<file path="src/rtl/fetch_prefetch_queue_if.sv">
// Purpose : fetch-to-decode bundle: redirect in, instruction-memory port, decode handshake, occupancy.
// Latency : wires only; timing is set by the queue that drives the slave side.
// Backpr. : decodeValid/decodeReady handshake; fetchRequest low when the queue cannot accept.
// Ports   : redirectValid/redirectPc, fetchAddress/fetchRequest/fetchInstruction,
//           decodeValid/decodeReady/decodePc/decodeInstruction, occupancy.
interface fetch_prefetch_queue_if #(
  parameter int XLEN  = 32,
  parameter int DEPTH = 4
);
  logic                       redirectValid;
  logic [XLEN-1:0]            redirectPc;
  logic [XLEN-1:0]            fetchAddress;
  logic                       fetchRequest;
  logic [XLEN-1:0]            fetchInstruction;
  logic                       decodeValid;
  logic                       decodeReady;
  logic [XLEN-1:0]            decodePc;
  logic [XLEN-1:0]            decodeInstruction;
  logic [$clog2(DEPTH+1)-1:0] occupancy;

  // Environment side: memory stage, instruction memory and decode.
  modport master (
    output redirectValid, redirectPc, fetchInstruction, decodeReady,
    input  fetchAddress, fetchRequest, decodeValid, decodePc, decodeInstruction, occupancy
  );

  // Queue side.
  modport slave (
    input  redirectValid, redirectPc, fetchInstruction, decodeReady,
    output fetchAddress, fetchRequest, decodeValid, decodePc, decodeInstruction, occupancy
  );
endinterface

</file>
<file path="src/rtl/fetch_prefetch_queue.sv">
// Purpose : fetch PC owner + DEPTH-entry {pc, instr} circular queue feeding decode.
// Latency : 1 cycle fetch-to-decode; 0 when queue empty and PREFETCH_BYPASS_EN is defined.
// Backpr. : decodeReady low stalls pops; fetching stops when full unless a pop frees a slot.
// Ports   : clock, reset (async, active-high), bus (fetch_prefetch_queue_if.slave).
// Option  : `define PREFETCH_BYPASS_EN to forward the fetched pair straight to decode when empty.
module fetch_prefetch_queue #(
  parameter int              XLEN     = 32,
  parameter int              DEPTH    = 4,
  parameter logic [XLEN-1:0] PC_RESET = '0
) (
  input logic                   clock,
  input logic                   reset,
  fetch_prefetch_queue_if.slave bus
);

  localparam int PW = $clog2(DEPTH);
  localparam int CW = $clog2(DEPTH+1);

  logic [XLEN-1:0] pc_q, pc_d;
  logic [PW-1:0]   wr_ptr_q, wr_ptr_d;
  logic [PW-1:0]   rd_ptr_q, rd_ptr_d;
  logic [CW-1:0]   count_q, count_d;

  // Storage is not reset; count_q alone says which entries are live.
  logic [XLEN-1:0] pc_mem  [DEPTH];
  logic [XLEN-1:0] ins_mem [DEPTH];

  logic head_vld;
  logic pop_head;
  logic full;
  logic fetch_req;
  logic bypass;
  logic byp_take;
  logic push_wr;

  // Low address bits of a redirect target are forced to zero.
  logic unused_redirect_lsb;
  assign unused_redirect_lsb = ^bus.redirectPc[1:0];

  assign head_vld = (count_q != '0);
  assign full     = (count_q == CW'(DEPTH));
  // A pop from the stored head; redirect suppresses it even with decodeReady high.
  assign pop_head = head_vld && bus.decodeReady && !bus.redirectValid;
  // A pop in the same cycle frees the slot, so a full queue can still accept.
  assign fetch_req = (!full || pop_head) && !bus.redirectValid;

`ifdef PREFETCH_BYPASS_EN
  // Empty queue: present the memory data directly; if taken, it never gets written.
  assign bypass   = fetch_req && !head_vld;
  assign byp_take = bypass && bus.decodeReady;
`else
  assign bypass   = 1'b0;
  assign byp_take = 1'b0;
`endif

  assign push_wr = fetch_req && !byp_take;

  always_comb begin
    bus.decodeValid       = head_vld || bypass;
    bus.decodePc          = '0;
    bus.decodeInstruction = '0;
    if (head_vld) begin
      bus.decodePc          = pc_mem[rd_ptr_q];
      bus.decodeInstruction = ins_mem[rd_ptr_q];
    end else if (bypass) begin
      bus.decodePc          = pc_q;
      bus.decodeInstruction = bus.fetchInstruction;
    end
  end

  assign bus.fetchAddress = pc_q;
  assign bus.fetchRequest = fetch_req;
  assign bus.occupancy    = count_q;

  always_comb begin
    pc_d     = pc_q;
    wr_ptr_d = wr_ptr_q;
    rd_ptr_d = rd_ptr_q;
    count_d  = count_q;
    if (bus.redirectValid) begin
      pc_d     = {bus.redirectPc[XLEN-1:2], 2'b00};
      wr_ptr_d = '0;
      rd_ptr_d = '0;
      count_d  = '0;
    end else begin
      if (fetch_req) pc_d     = pc_q + XLEN'(4);
      if (push_wr)   wr_ptr_d = wr_ptr_q + PW'(1);
      if (pop_head)  rd_ptr_d = rd_ptr_q + PW'(1);
      case ({push_wr, pop_head})
        2'b10:   count_d = count_q + CW'(1);
        2'b01:   count_d = count_q - CW'(1);
        default: count_d = count_q;
      endcase
    end
  end

  always_ff @(posedge clock or posedge reset) begin
    if (reset) begin
      pc_q     <= PC_RESET;
      wr_ptr_q <= '0;
      rd_ptr_q <= '0;
      count_q  <= '0;
    end else begin
      pc_q     <= pc_d;
      wr_ptr_q <= wr_ptr_d;
      rd_ptr_q <= rd_ptr_d;
      count_q  <= count_d;
    end
  end

  always_ff @(posedge clock) begin
    if (push_wr) begin
      pc_mem[wr_ptr_q]  <= pc_q;
      ins_mem[wr_ptr_q] <= bus.fetchInstruction;
    end
  end

endmodule

</file>
<file path="src/flat_wrapper.sv">
// flat-port wrapper written by rule: the top's interface ports become plain ports
module fetch_prefetch_queue_flat 
#(
  parameter int              XLEN     = 32,
  parameter int              DEPTH    = 4,
  parameter logic [XLEN-1:0] PC_RESET = '0
)
  (clock, reset, bus_redirectValid, bus_redirectPc, bus_fetchInstruction, bus_decodeReady, bus_fetchAddress, bus_fetchRequest, bus_decodeValid, bus_decodePc, bus_decodeInstruction, bus_occupancy);
  fetch_prefetch_queue_if #(.XLEN(XLEN), .DEPTH(DEPTH)) bus_i ();
  input logic clock;
  input logic reset;
  input wire logic [$bits(bus_i.redirectValid)-1:0] bus_redirectValid;
  input wire logic [$bits(bus_i.redirectPc)-1:0] bus_redirectPc;
  input wire logic [$bits(bus_i.fetchInstruction)-1:0] bus_fetchInstruction;
  input wire logic [$bits(bus_i.decodeReady)-1:0] bus_decodeReady;
  output wire logic [$bits(bus_i.fetchAddress)-1:0] bus_fetchAddress;
  output wire logic [$bits(bus_i.fetchRequest)-1:0] bus_fetchRequest;
  output wire logic [$bits(bus_i.decodeValid)-1:0] bus_decodeValid;
  output wire logic [$bits(bus_i.decodePc)-1:0] bus_decodePc;
  output wire logic [$bits(bus_i.decodeInstruction)-1:0] bus_decodeInstruction;
  output wire logic [$bits(bus_i.occupancy)-1:0] bus_occupancy;
  assign bus_i.redirectValid = bus_redirectValid;
  assign bus_i.redirectPc = bus_redirectPc;
  assign bus_i.fetchInstruction = bus_fetchInstruction;
  assign bus_i.decodeReady = bus_decodeReady;
  assign bus_fetchAddress = bus_i.fetchAddress;
  assign bus_fetchRequest = bus_i.fetchRequest;
  assign bus_decodeValid = bus_i.decodeValid;
  assign bus_decodePc = bus_i.decodePc;
  assign bus_decodeInstruction = bus_i.decodeInstruction;
  assign bus_occupancy = bus_i.occupancy;
  fetch_prefetch_queue #(.XLEN(XLEN), .DEPTH(DEPTH), .PC_RESET(PC_RESET)) u_core (.clock(clock), .reset(reset), .bus(bus_i));
endmodule
</file>
<file path="config.mk">
export PLATFORM = sky130hd
export DESIGN_NAME = fetch_prefetch_queue_flat
export DESIGN_NICKNAME = d
export VERILOG_FILES = /design/src/rtl/fetch_prefetch_queue_if.sv /design/src/rtl/fetch_prefetch_queue.sv /design/src/flat_wrapper.sv
export SDC_FILE = /design/constraint.sdc
export NUM_CORES = 1
export LEC_CHECK = 0
export CORE_MARGIN = 8
export CORE_UTILIZATION = 50
export DETAILED_ROUTE_END_ITERATION = 10
export PLACE_DENSITY = 0.74
export SYNTH_ARGS = -nofsm -noshare
export SYNTH_HDL_FRONTEND = slang
export SYNTH_SLANG_ARGS = --single-unit
</file>
<file path="constraint.sdc">
create_clock -name clock -period 9.88 [get_ports clock]
set_clock_uncertainty 0.1 [all_clocks]
set_input_delay 1.976 -clock clock [delete_from_list [all_inputs] [get_ports clock]]
set_output_delay 1.976 -clock clock [all_outputs]
set_load 0.01 [all_outputs]
</file>
## Word-level counts from Yosys, hierarchy flattened

Memory sizes are Yosys's and may differ from the RTL's.
Index checks and enable logic that the tools add are counted.
W data, S select, Z words.

- Add/sub/neg operators: 5
- Multipliers: 0
- Div/mod/pow operators: 0
- Order comparisons: 0
- Equal/unequal tests: 3
- Shifts and indexed selects: 0
- Mux-type cells: 12
- Bitwise operators: 0
- Reductions and logical operators: 10

Operators by type and width:

| kind | count |
|---|---|
| $mux W32 | 4 |
| $add A32 B3 Y32 const B | 1 |
| $mux W2 | 4 |
| $pmux W3 S2 | 1 |
| $reduce_bool A3 Y1 | 2 |
| $add A2 B1 Y2 const B | 2 |
| $reduce_bool A2 Y1 | 2 |
| $add A3 B1 Y3 const B | 1 |
| $eq A3 B3 Y1 const B | 1 |
| $logic_and A1 B1 Y1 | 3 |
| $mux W3 | 1 |
| $sub A3 B1 Y3 const B | 1 |
| $eq A2 B1 Y1 const B | 1 |
| $eq A2 B2 Y1 const B | 1 |
| $logic_not A1 Y1 | 2 |
| $mux W1 | 2 |
| $logic_or A1 B1 Y1 | 1 |

- Flip-flop bits (word level): 39
- Latch bits: 0
- RAM bits: 256
- Bits in read-only memories: 0
- Input bits: 68
- Output and inout port bits: 101
- Logic and storage cells: 36
- Memories: 2

Memory list:

| name | words | width | rd ports | clocked after Yosys merged registers in | write ports | line | text |
|---|---|---|---|---|---|---|---|
| u_core.ins_mem | 4 | 32 | 1 | 0 | 1 | fetch_prefetch_queue.sv:26 | `logic [XLEN-1:0] ins_mem [DEPTH];` |
| u_core.pc_mem | 4 | 32 | 1 | 0 | 1 | fetch_prefetch_queue.sv:25 | `logic [XLEN-1:0] pc_mem [DEPTH];` |

## Depth between registers and ports, before layout

- Word-level depth: 8
- Gate-level depth with buffers: 8
- Gate-level depth less buffers: 6

## Least setup slack after synthesis

Ideal clock, no wire load.

- Path type: input-to-output
- Start point: in bus_redirectValid
- End point: out bus_fetchRequest
- Arrival time: 2.411 ns
- Required time: 7.804 ns
- Slack: 5.393 ns
- Stages on the path: 2
- Buffers on the path: 1
- Cells stage by stage: clkbuf_1 > nor2_1

- Cells in the longest elaborated chain, start to end: 4

RTL lines:

| what | line | text |
|---|---|---|
| start, declared | flat_wrapper.sv:12 | `input wire logic [$bits(bus_i.redirectValid)-1:0] bus_redirectValid;` |
| $logic_not A1 Y1 * | fetch_prefetch_queue.sv:43, fetch_prefetch_queue.sv:45 |  |
| $logic_and A1 B1 Y1 | fetch_prefetch_queue.sv:43 | `assign pop_head = head_vld && bus.decodeReady && !bus.redirectValid;` |
| $logic_or A1 B1 Y1 | fetch_prefetch_queue.sv:45 | `assign fetch_req = (!full \|\| pop_head) && !bus.redirectValid;` |
| $logic_and A1 B1 Y1 * | fetch_prefetch_queue.sv:45 |  |
| end, declared | flat_wrapper.sv:17 | `output wire logic [$bits(bus_i.fetchRequest)-1:0] bus_fetchRequest;` |

Mark *: on every way between the ends. The rest lies on a longest branch, timed or not.

## Worst setup path after layout

Ends and elaborated chain as after synthesis.

==> impl_metrics.env <==
export IMPL_antenna_found_initial=0
export IMPL_critical_path_class="input port to output pin"
export IMPL_port_buffers=162
export IMPL_route_detailed_drc=0
export IMPL_combPwrFrac_pct=26.4
export IMPL_avgSynthCellArea_um2=17.9
export IMPL_rr_startpoint="u_core.bus.occupancy[0]"
export IMPL_routed_wl_um=24500
export IMPL_final_nets=887
export IMPL_ctsResizeCount=0
export IMPL_crit_required_ps=7800
export IMPL_viasPerCell=5.68
export IMPL_ys_warn_count=0
export IMPL_fp_row_count=56
export IMPL_diodes=0
export IMPL_grt_start_max_net_pins=66
export IMPL_power_switching_mw=0.950
export IMPL_cp_end_kind="output pin"
export IMPL_ys_types=49
export IMPL_wl_met1_um=10300
export IMPL_async_reset_ff_share_pct=13.0
export IMPL_hpwl_um=14600
export IMPL_cts_tree="built"
export IMPL_ctsHoldBuffers=0
export IMPL_yosys_area_share_adder_pct=0.748
export IMPL_post_cts_buffers=0
export IMPL_tightest_slew_ps=1210
export IMPL_crit_fanout=30
export IMPL_drv_cap=0
export IMPL_gr_total_overflow=0
export IMPL_hold_viol_final=0
export IMPL_finalSetupViolCount=0
export IMPL_drtPass1Iterations=5
export IMPL_cts_max_level=1
export IMPL_muxShareOfSynthArea_pct=12.1
export IMPL_cp_startpoint="bus_redirectValid"
export IMPL_grt_total_usage_pct=17.0
export IMPL_layout_commonest_cell="edfxtp_1"
export IMPL_synth_compound_area_share_pct=4.02
export IMPL_fill_cells=1668
export IMPL_fin_crit_sh_pct=64.2
export IMPL_numClockSinks=285
export IMPL_regArea_um2=8380
export IMPL_core_area_um2=23200
export IMPL_ys_ff_latch=285
export IMPL_syn_inst=652
export IMPL_cp_arrival_ps=4270
export IMPL_clkLatencyLatePin_ps=530
export IMPL_die_x_um=169
export IMPL_wire_per_inst_um=21.2
export IMPL_power_mw=3.61
export IMPL_powerDensity_nw_per_um2=248
export IMPL_worst_slack_ps=3540
export IMPL_min_from="u_core.wr_ptr_q[1]"
export IMPL_chipHeight_um=169
export IMPL_synthXorXnorAreaFrac_pct=0.823
export IMPL_reg2reg_slack_ps=6800
export IMPL_min_period_ps=6340
export IMPL_die_area_um2=28600
export IMPL_ios=169
export IMPL_multi_input_area_um2=3090
export IMPL_cts_buffers=29
export IMPL_place_gp_congestion=0.854
export IMPL_ys_seq_area_share_pct=71.5
export IMPL_antenna_left=0
export IMPL_cts_root_buf="clkbuf_16"
export IMPL_drtIter0Drc=378
export IMPL_min_delay_path_class="flip-flop to flip-flop"
export IMPL_syn_to_final_growth_pct=24.2
export IMPL_intPower_mw=2.66
export IMPL_swShare_pct=26.3
export IMPL_final_cell_mix="edfxtp_1 (248), clkdlybuf4s50_1 (162), and2_1 (64), mux4_2 (62), dfrtp_1 (35)"
export IMPL_synthFlopType="edfxtp_1"
export IMPL_finalNonFillerCells=1154
export IMPL_drive_gt1_share_pct=15.8
export IMPL_rsz0062_at_grt="false"
export IMPL_highest_layer="met4"
export IMPL_met3_length_um=1890
export IMPL_yosys_area_share_simple_pct=8.47
export IMPL_place_ws_ps=3600
export IMPL_p_seq_share_pct=42.8
export IMPL_initial_core_util_pct=50.5
export IMPL_irDropWorstVdd_mv=0.182
export IMPL_placed_cells=1100
export IMPL_clkTransAtPathRegs_ps=60
export IMPL_vias=6552
export IMPL_grt_pass1_vias=7049
export IMPL_relSlewSlack_pct=19.4
export IMPL_tns_ps=0
export IMPL_outcome="complete, no violations"
export IMPL_wl_met2_um=12000
export IMPL_syn_area_um2=11700
export IMPL_fmax_mhz=158
export IMPL_clkPwrFrac_pct=30.9
export IMPL_grt_pass1_wl_um=38500
export IMPL_synth_edf_count=248
export IMPL_final_max_slew_violation_count=0
export IMPL_clock_path_buffers=3
export IMPL_holdWs_ps=483
export IMPL_synth_top_family_by_area="multiplexers"
export IMPL_critPathLaunchType="input port"
export IMPL_leakagePower_nw=4.74
cells by family (layout without fill, tap and decap cells):
logic type | Yosys count | in the layout
flip-flops | 285 | 285
AND/OR/NAND/NOR | 170 | 170
AO/OA/AOI/OAI | 66 | 66
multiplexers | 64 | 64
buffers and inverters | 48 | 228
XOR/XNOR | 11 | 11
adder cells (fa/ha/maj) | 7 | 7
other | 1 | 4
critical path: stages:
cell	delay (ps)
clkdlybuf4s50_1	990
nor2_1	650
clkdlybuf4s50_1	650
synthesized netlist by cell type, types with 4 or more instances:
cell      number  share of area [%]
and2_1        68                3.6
o21ai_0       16               0.68
edfxtp_1     248                 64
or4_1         14               0.90
a31oi_1       20                1.1
buf_2          7               0.30
clkbuf_1      19               0.61
inv_1          9               0.29
ha_1           7               0.75
nand2_1       20               0.64
mux4_2        62                 12
buf_4          5               0.32
or3_1          4               0.21
nand3_1        7               0.30
xor2_1         9               0.67
nor2_1        30               0.96
dfrtp_1       37                7.9
clkbuf_8       5               0.59
o31ai_1       15               0.96
nand2b_1       4               0.21
worst paths after layout:
check / end / depth (start not counted)
hold / removal: u_core.wr_ptr_q[1] / 2
hold reg to reg: u_core.wr_ptr_q[1] / 2
setup reg to reg: u_core.ins_mem[3][19] / 6
max in group asynchronous: u_core.rd_ptr_q[0] / 3
min in group asynchronous: u_core.bus.occupancy[0] / 3
setup / recovery: bus_fetchRequest / 3
per-stage QoR:
step	utilization, %	cell area (µm²)
finish	62.7	14500
detailed placement	58.4	13500
global route	62.7	14500
global placement	58.4	13500
floorplan	-	11700
CTS	62.7	14500
power by group through the flow:
stage	clock, mW	combinational [mW]	sequential, mW
finish	1.12	0.952	1.55
global route	1.19	1.03	1.56
CTS	1.14	0.979	1.55
detailed placement	0	0.976	1.57
global placement	0	0.968	1.56
floorplan	0	0.549	1.51
sequential cells by signal, summed over array words and instances (netlist names):
name                     cells
u_core.ins_mem             128
u_core.bus.fetchAddress     30
u_core.rd_ptr_q              2
u_core.bus.occupancy         3
u_core.pc_mem              120
u_core.wr_ptr_q              2
final cells by class:
type,instances,share of cell area (%)
Sequential cell,285,57.6
Multi-Input combinational cell,322,21.2
Timing Repair Buffer,165,11.3
Clock buffer,36,5.31
Tap cell,319,2.75
Clock inverter,18,1.51
Inverter,9,0.232
layer usage:
metal / vias up / global-route usage [%]
li1: 2910 / -
met1: 3321 / 22.6
met2: 289 / 28.6
met3: 32 / 3.82
met4: 0 / 3.35
met5: - / 0
(Power assumes the default switching activity.)
